<file path="src/rtl/fpu_pkg.sv">
// Shared types for the FP add/sub issue stage: request record, op encodings and dispatch states.
package fpu_pkg;

  localparam int DATA_W = 32;

  localparam logic OP_ADD = 1'b0;
  localparam logic OP_SUB = 1'b1;

  typedef struct packed {
    logic              op;
    logic [DATA_W-1:0] a;
    logic [DATA_W-1:0] b;
  } fpu_req_t;

  typedef enum logic [1:0] {
    IDLE,
    ISSUE,
    WAIT
  } disp_state_e;

endpackage

</file>
<file path="src/rtl/op_fifo.sv">
// Synchronous request FIFO of fpu_req_t; push/pop are ignored when full/empty.
module op_fifo
  import fpu_pkg::*;
#(
  parameter int DEPTH = 4
) (
  input  logic                   clock,
  input  logic                   reset,
  input  logic                   push,
  input  logic                   pop,
  input  fpu_req_t               wdata,
  output fpu_req_t               rdata,
  output logic                   full,
  output logic                   empty,
  output logic [$clog2(DEPTH):0] count
);

  localparam int AW = $clog2(DEPTH);
  localparam logic [AW-1:0] PTR_ONE = AW'(1);
  localparam logic [AW:0]   CNT_ONE = (AW+1)'(1);

  fpu_req_t        mem_q [DEPTH];
  logic [AW-1:0]   wr_ptr_q, rd_ptr_q;
  logic [AW:0]     count_q;
  logic            do_push, do_pop;

  assign full    = (count_q == (AW+1)'(DEPTH));
  assign empty   = (count_q == '0);
  assign count   = count_q;
  assign rdata   = mem_q[rd_ptr_q];
  assign do_push = push && !full;
  assign do_pop  = pop && !empty;

  // NOTE: storage has no reset; the pointers and count alone define which entries are valid.
  always_ff @(posedge clock) begin
    if (do_push) mem_q[wr_ptr_q] <= wdata;
  end

  // NOTE: state updates use <= so every register samples pre-edge values regardless of statement order.
  always_ff @(posedge clock or negedge reset) begin
    if (!reset) begin
      wr_ptr_q <= '0;
      rd_ptr_q <= '0;
      count_q  <= '0;
    end else begin
      if (do_push) wr_ptr_q <= wr_ptr_q + PTR_ONE;
      if (do_pop)  rd_ptr_q <= rd_ptr_q + PTR_ONE;
      case ({do_push, do_pop})
        2'b10:   count_q <= count_q + CNT_ONE;
        2'b01:   count_q <= count_q - CNT_ONE;
        default: count_q <= count_q;
      endcase
    end
  end

endmodule

</file>
<file path="src/rtl/fpu_op_dispatcher.sv">
// Issue stage for the FP add/sub unit: queues requests, issues one at a time with a start
// pulse, captures the result on ready and flags a hung unit through a sticky watchdog timeout.
module fpu_op_dispatcher
  import fpu_pkg::*;
#(
  parameter int DATA_W  = fpu_pkg::DATA_W,
  parameter int DEPTH   = 4,
  parameter int TIMEOUT = 64
) (
  input  logic                   clock,
  input  logic                   reset,
  input  logic                   in_valid,
  output logic                   in_ready,
  input  logic                   in_op,
  input  logic [DATA_W-1:0]      in_a,
  input  logic [DATA_W-1:0]      in_b,
  output logic                   fpu_start,
  output logic                   fpu_op,
  output logic [DATA_W-1:0]      fpu_a,
  output logic [DATA_W-1:0]      fpu_b,
  input  logic                   fpu_busy,
  input  logic                   fpu_ready,
  input  logic [DATA_W-1:0]      fpu_data,
  output logic                   res_valid,
  output logic [DATA_W-1:0]      res_data,
  output logic [$clog2(DEPTH):0] pending,
  output logic                   timeout
);

  localparam int WD_W = $clog2(TIMEOUT);
  localparam logic [WD_W-1:0] WD_LAST = WD_W'(TIMEOUT - 1);
  localparam logic [WD_W-1:0] WD_ONE  = WD_W'(1);

  disp_state_e       state_q, state_d;
  logic [WD_W-1:0]   wd_q, wd_d;
  fpu_req_t          req_q, req_d, head, in_req;
  logic [DATA_W-1:0] res_data_q, res_data_d;
  logic              res_valid_q, res_valid_d;
  logic              timeout_q, timeout_d;
  logic              pop, full, empty;

  assign in_req = '{op: in_op, a: in_a, b: in_b};

  op_fifo #(.DEPTH(DEPTH)) u_fifo (
    .clock (clock),
    .reset (reset),
    .push  (in_valid),
    .pop   (pop),
    .wdata (in_req),
    .rdata (head),
    .full  (full),
    .empty (empty),
    .count (pending)
  );

  // NOTE: every variable written below gets a default first, so no path can infer a latch.
  always_comb begin
    state_d     = state_q;
    wd_d        = wd_q;
    req_d       = req_q;
    res_data_d  = res_data_q;
    res_valid_d = 1'b0;
    timeout_d   = timeout_q;
    pop         = 1'b0;
    case (state_q)
      IDLE: begin
        if (!empty && !fpu_busy) begin
          pop     = 1'b1;
          req_d   = head;
          state_d = ISSUE;
        end
      end
      ISSUE: begin
        wd_d    = '0;
        state_d = WAIT;
      end
      WAIT: begin
        // Completion is signalled by ready alone; busy is not consulted once issued.
        if (fpu_ready) begin
          res_data_d  = fpu_data;
          res_valid_d = 1'b1;
          state_d     = IDLE;
        end else if (wd_q == WD_LAST) begin
          timeout_d = 1'b1;
          state_d   = IDLE;
        end else begin
          wd_d = wd_q + WD_ONE;
        end
      end
      default: state_d = IDLE;
    endcase
  end

  always_ff @(posedge clock or negedge reset) begin
    if (!reset) begin
      state_q     <= IDLE;
      wd_q        <= '0;
      req_q       <= '0;
      res_data_q  <= '0;
      res_valid_q <= 1'b0;
      timeout_q   <= 1'b0;
    end else begin
      state_q     <= state_d;
      wd_q        <= wd_d;
      req_q       <= req_d;
      res_data_q  <= res_data_d;
      res_valid_q <= res_valid_d;
      timeout_q   <= timeout_d;
    end
  end

  assign in_ready  = !full;
  assign fpu_start = (state_q == ISSUE);
  assign fpu_op    = req_q.op;
  assign fpu_a     = req_q.a;
  assign fpu_b     = req_q.b;
  assign res_valid = res_valid_q;
  assign res_data  = res_data_q;
  assign timeout   = timeout_q;

endmodule
</file>
<file path="config.mk">
export PLATFORM = sky130hd
export DESIGN_NAME = fpu_op_dispatcher
export DESIGN_NICKNAME = d
export VERILOG_FILES = /design/src/rtl/fpu_pkg.sv /design/src/rtl/op_fifo.sv /design/src/rtl/fpu_op_dispatcher.sv
export SDC_FILE = /design/constraint.sdc
export NUM_CORES = 1
export LEC_CHECK = 0
export BUFFER_PORTS_ARGS = -buffer_cell sky130_fd_sc_hd__buf_2
export CORE_MARGIN = 1
export CORE_UTILIZATION = 32
export DETAILED_ROUTE_END_ITERATION = 16
export SETUP_SLACK_MARGIN = 0.05
export SYNTH_ARGS = -nofsm -noshare
export SYNTH_HDL_FRONTEND = slang
export SYNTH_SLANG_ARGS = --single-unit
</file>
<file path="constraint.sdc">
create_clock -name clock -period 4.9 [get_ports clock]
set_input_delay 0.49 -clock clock [delete_from_list [all_inputs] [get_ports clock]]
set_output_delay 0.49 -clock clock [all_outputs]
set_load 0.05 [all_outputs]
</file>
==> summary.txt <==
Synth
  • Synthesized area per cell: 22.0 um2
  • Asr flop ratio synth: 0.305
  • Synth area leaders: edfxtp_1, dfrtp_1, mux4_2
  • Top-count cell post-synth: edfxtp_1
  • Synth area leader: edfxtp_1
  • #FFs+latches synth: 374
  • Synth top cells by count: edfxtp_1, dfrtp_1, mux2_2
  • Count of warnings emitted by yosys: 0
  • Synthesized area: 14,100 um2
  • Dominant synthesized flop cell: edfxtp_1
  • Cell variety after synth: 34
  • Sequential element share of the synthesized area: 0.758
  • Syn Nets: 753
  • Post-synth top area share: 0.555
  • Post-synth EDFFs: 260
  • Cells after synthesis: 640

Floorplan
  • I/O pins: 206
  • Initial Util: 0.326
  • Die Area: approximately 45,000 um2
  • Core ar.: 43,200 um2
  • # rows: 76
  • Die Y: around 210 um
  • Die width: 212 um

Critical path
  • WS Path Type: register to register
  • CP Capture Point: u_fifo.mem_q[2][33]
  • CP max FO: 34
  • Critical path buffers and inverters: 2
  • Reg-to-reg endpoint: u_fifo.mem_q[2][33]
  • CP endpoint kind: register
  • Worst path top cell family by delay: simple AND/OR/NAND/NOR gates
  • CP max stage cell: buf_4
  • Worst Path Arrival: 2.51 ns
  • Worst setup startpoint: u_fifo.count[0]
  • R2r startpoint: u_fifo.count[0]
  • Worst reg2reg setup slack: 2.57 ns
  • CP max stage delay: 0.61 ns
  • Stages on worst setup path: 4
  • Worst Path Required: 5.09 ns
  • Crit-path cells: inv_1, nand3_1, and3_4, buf_4
  • Worst Reg2Reg Path Length in Cells: 4
  • Crit start category: register

CTS
  • TritonCTS buffer count: 42
  • Clk root buf: clkbuf_16
  • Clk_lat worst skew: between 0.5 and 0.6 ns
  • Hold-fix buffers, CTS: 0
  • Clock sinks: 374
  • CTS max path bufs: 3
  • CTS tree: built
  • Post-CTS setup repair buffer count: 0
  • Htree depth: 2
  • Clk pin slew, worst setup/hold paths: 0.06 ns
  • Post-CTS sizing: 0

Routing
  • Detail Route Antenna Nets: 0
  • DR iter-0 viols: 299
  • Wire per inst: around 19 um
  • Vias/cell: roughly 4.5
  • DR pass1 iterations: 4
  • DR DRC count: 0
  • Vias: 6,774
  • Final WL: 28.5 mm

STA
  • Final setup fails: 0
  • Period utilisation layout: 0.475
  • Hold WS: between 0.015 and 0.02 ns
  • Slew Limit Fails: 0
  • Clock skew: roughly 0.018 ns
  • Final-report hold violation count: 0
  • Unrepaired setup endpoints after global routing: no
  • Final WS setup: 2.57 ns
  • F_max: 430 MHz
  • Min Tclk post-route: 2.33 ns
  • Final setup TNS: 0 ns
  • Slew of the pin with the lowest slew margin: 0.908 ns
  • Rel. slew slack: 0.395

GRT
  • Gr ovfl total: 0
  • Via count of the first global-routing pass: 7,269
  • Total Routing Usage GR: 0.131
  • First-pass GRT wire length: around 43 mm
  • Pin count of the biggest net entering global routing: slightly below 90
  • Initial antenna violation count: 4

Placement
  • Placer Congestion: ~0.68
  • HPWL Detailed: 16.6 mm
  • # port buffers: 205
  • Area after DPL: 15,700 um2
  • Pre-CTS setup slack: ~2.5 ns

Cells and area
  • Layout area overhead: 21.3%
  • Multi-input gate area: roughly 3200 um2
  • Proportion of layout cells with a drive suffix above 1: 0.487
  • Cell area after layout: 17,000 um2
  • Fill count: 3,970
  • Fin nets: 986
  • FF/Latch Area: 10,700 um2

Power
  • Worst VDD drop: 0.439 mV
  • Clk pwr share: 0.247
  • Pint: about 7.7 mW
  • Sequential power share: 0.399
  • Power per cell area: between 700 and 800 nW/um2
  • Logic pwr share: 0.354
  • Sw frac: 0.367
  • P_leak: 6.40 nW
  • Sw Pwr: between 4 and 5 mW

Flow run
  • Max-cap viol count: 0

Outcome
  • Status: finished, final reports clean

Worst hold path
  • Type of the worst min-delay path: input port to async pin
-- layout make-up --
cell class              count  share of cell area
clock buffers              57              0.0655
clock inverters            21              0.0109
repair buffers            216              0.0654
well taps                 585              0.0429
flip-flops and latches    374               0.626
diodes                      2            0.000294
multi-input cells         228               0.187
inverters                  11             0.00242
-- state kept, by name, indices dropped and copies added, names as in the netlist, 2 cells and up --
signal           flops
fpu_b               32
state_q              2
wd_q                 6
u_fifo.count         3
u_fifo.mem_q       260
fpu_a               32
res_data            32
u_fifo.rd_ptr_q      2
u_fifo.wr_ptr_q      2
-- cell usage in the layout (no fill, tap or decap), types with 3 or more instances in the layout --
cell type	instances
buf_4	11
xor2_1	3
dfrtp_1	112
clkbuf_1	14
and3_4	4
nand2_1	6
buf_2	204
nor2_1	3
inv_1	11
clkbuf_16	42
xnor2_1	3
a21oi_1	5
bufinv_16	3
nand3_1	5
o21ai_0	6
mux4_2	65
ha_1	10
mux2_4	28
edfxtp_1	260
mux2_2	72
clkinv_1	12
-- worst register-to-register path, stage by stage (launching register included) --
cell,delay (ns)
dfrtp_1,0.40
inv_1,0.09
nand3_1,0.22
and3_4,0.59
buf_4,0.65
-- stage by stage --
stage                     instances  power (mW)   util
after floorplan                 640        8.23      -
after global placement         1414        9.27  0.365
after detailed placement       1414        9.33  0.365
after CTS                      1492        12.4  0.395
after global routing           1492        12.8  0.395
final                          1494        12.1  0.395
-- kinds of logic after synthesis --
group,synth area share
xor+xnor,0.00374
mux,0.192
fa+ha+maj,0.0103
compound gates,0.00792
flops,0.758
buf+inv,0.0171
simple gates,0.0109
-- worst min path at each step --
stage | from | end
floorplan | reset | fpu_a[0]
detailed placement | timeout | timeout
finish | reset | res_data[13]
global route | reset | res_data[13]
global placement | timeout | timeout
CTS | reset | fpu_b[27]
-- per-layer routing --
| layer | vias to the layer above | track usage | part of all wire |
|---|---|---|---|
| met3 | 58 | 0.0494 | 0.079 |
| li1 | 3034 | - | - |
| met4 | 6 | 0.0377 | 0.020 |
| met2 | 205 | 0.212 | 0.47 |
| met1 | 3471 | 0.162 | 0.43 |
| met5 | - | 0 | 0.0013 |
-- power by group through the flow --
| stage | clock, mW | sequential, mW | combinational, mW |
|---|---|---|---|
| finish | 2.99 | 4.85 | 4.30 |
| detailed placement | 0 | 4.94 | 4.39 |
| global route | 3.22 | 4.97 | 4.58 |
| CTS | 3.09 | 4.89 | 4.39 |
| global placement | 0 | 4.91 | 4.35 |
| floorplan | 0 | 6.20 | 2.03 |
Note: power is estimated with default switching activity, not from simulation.
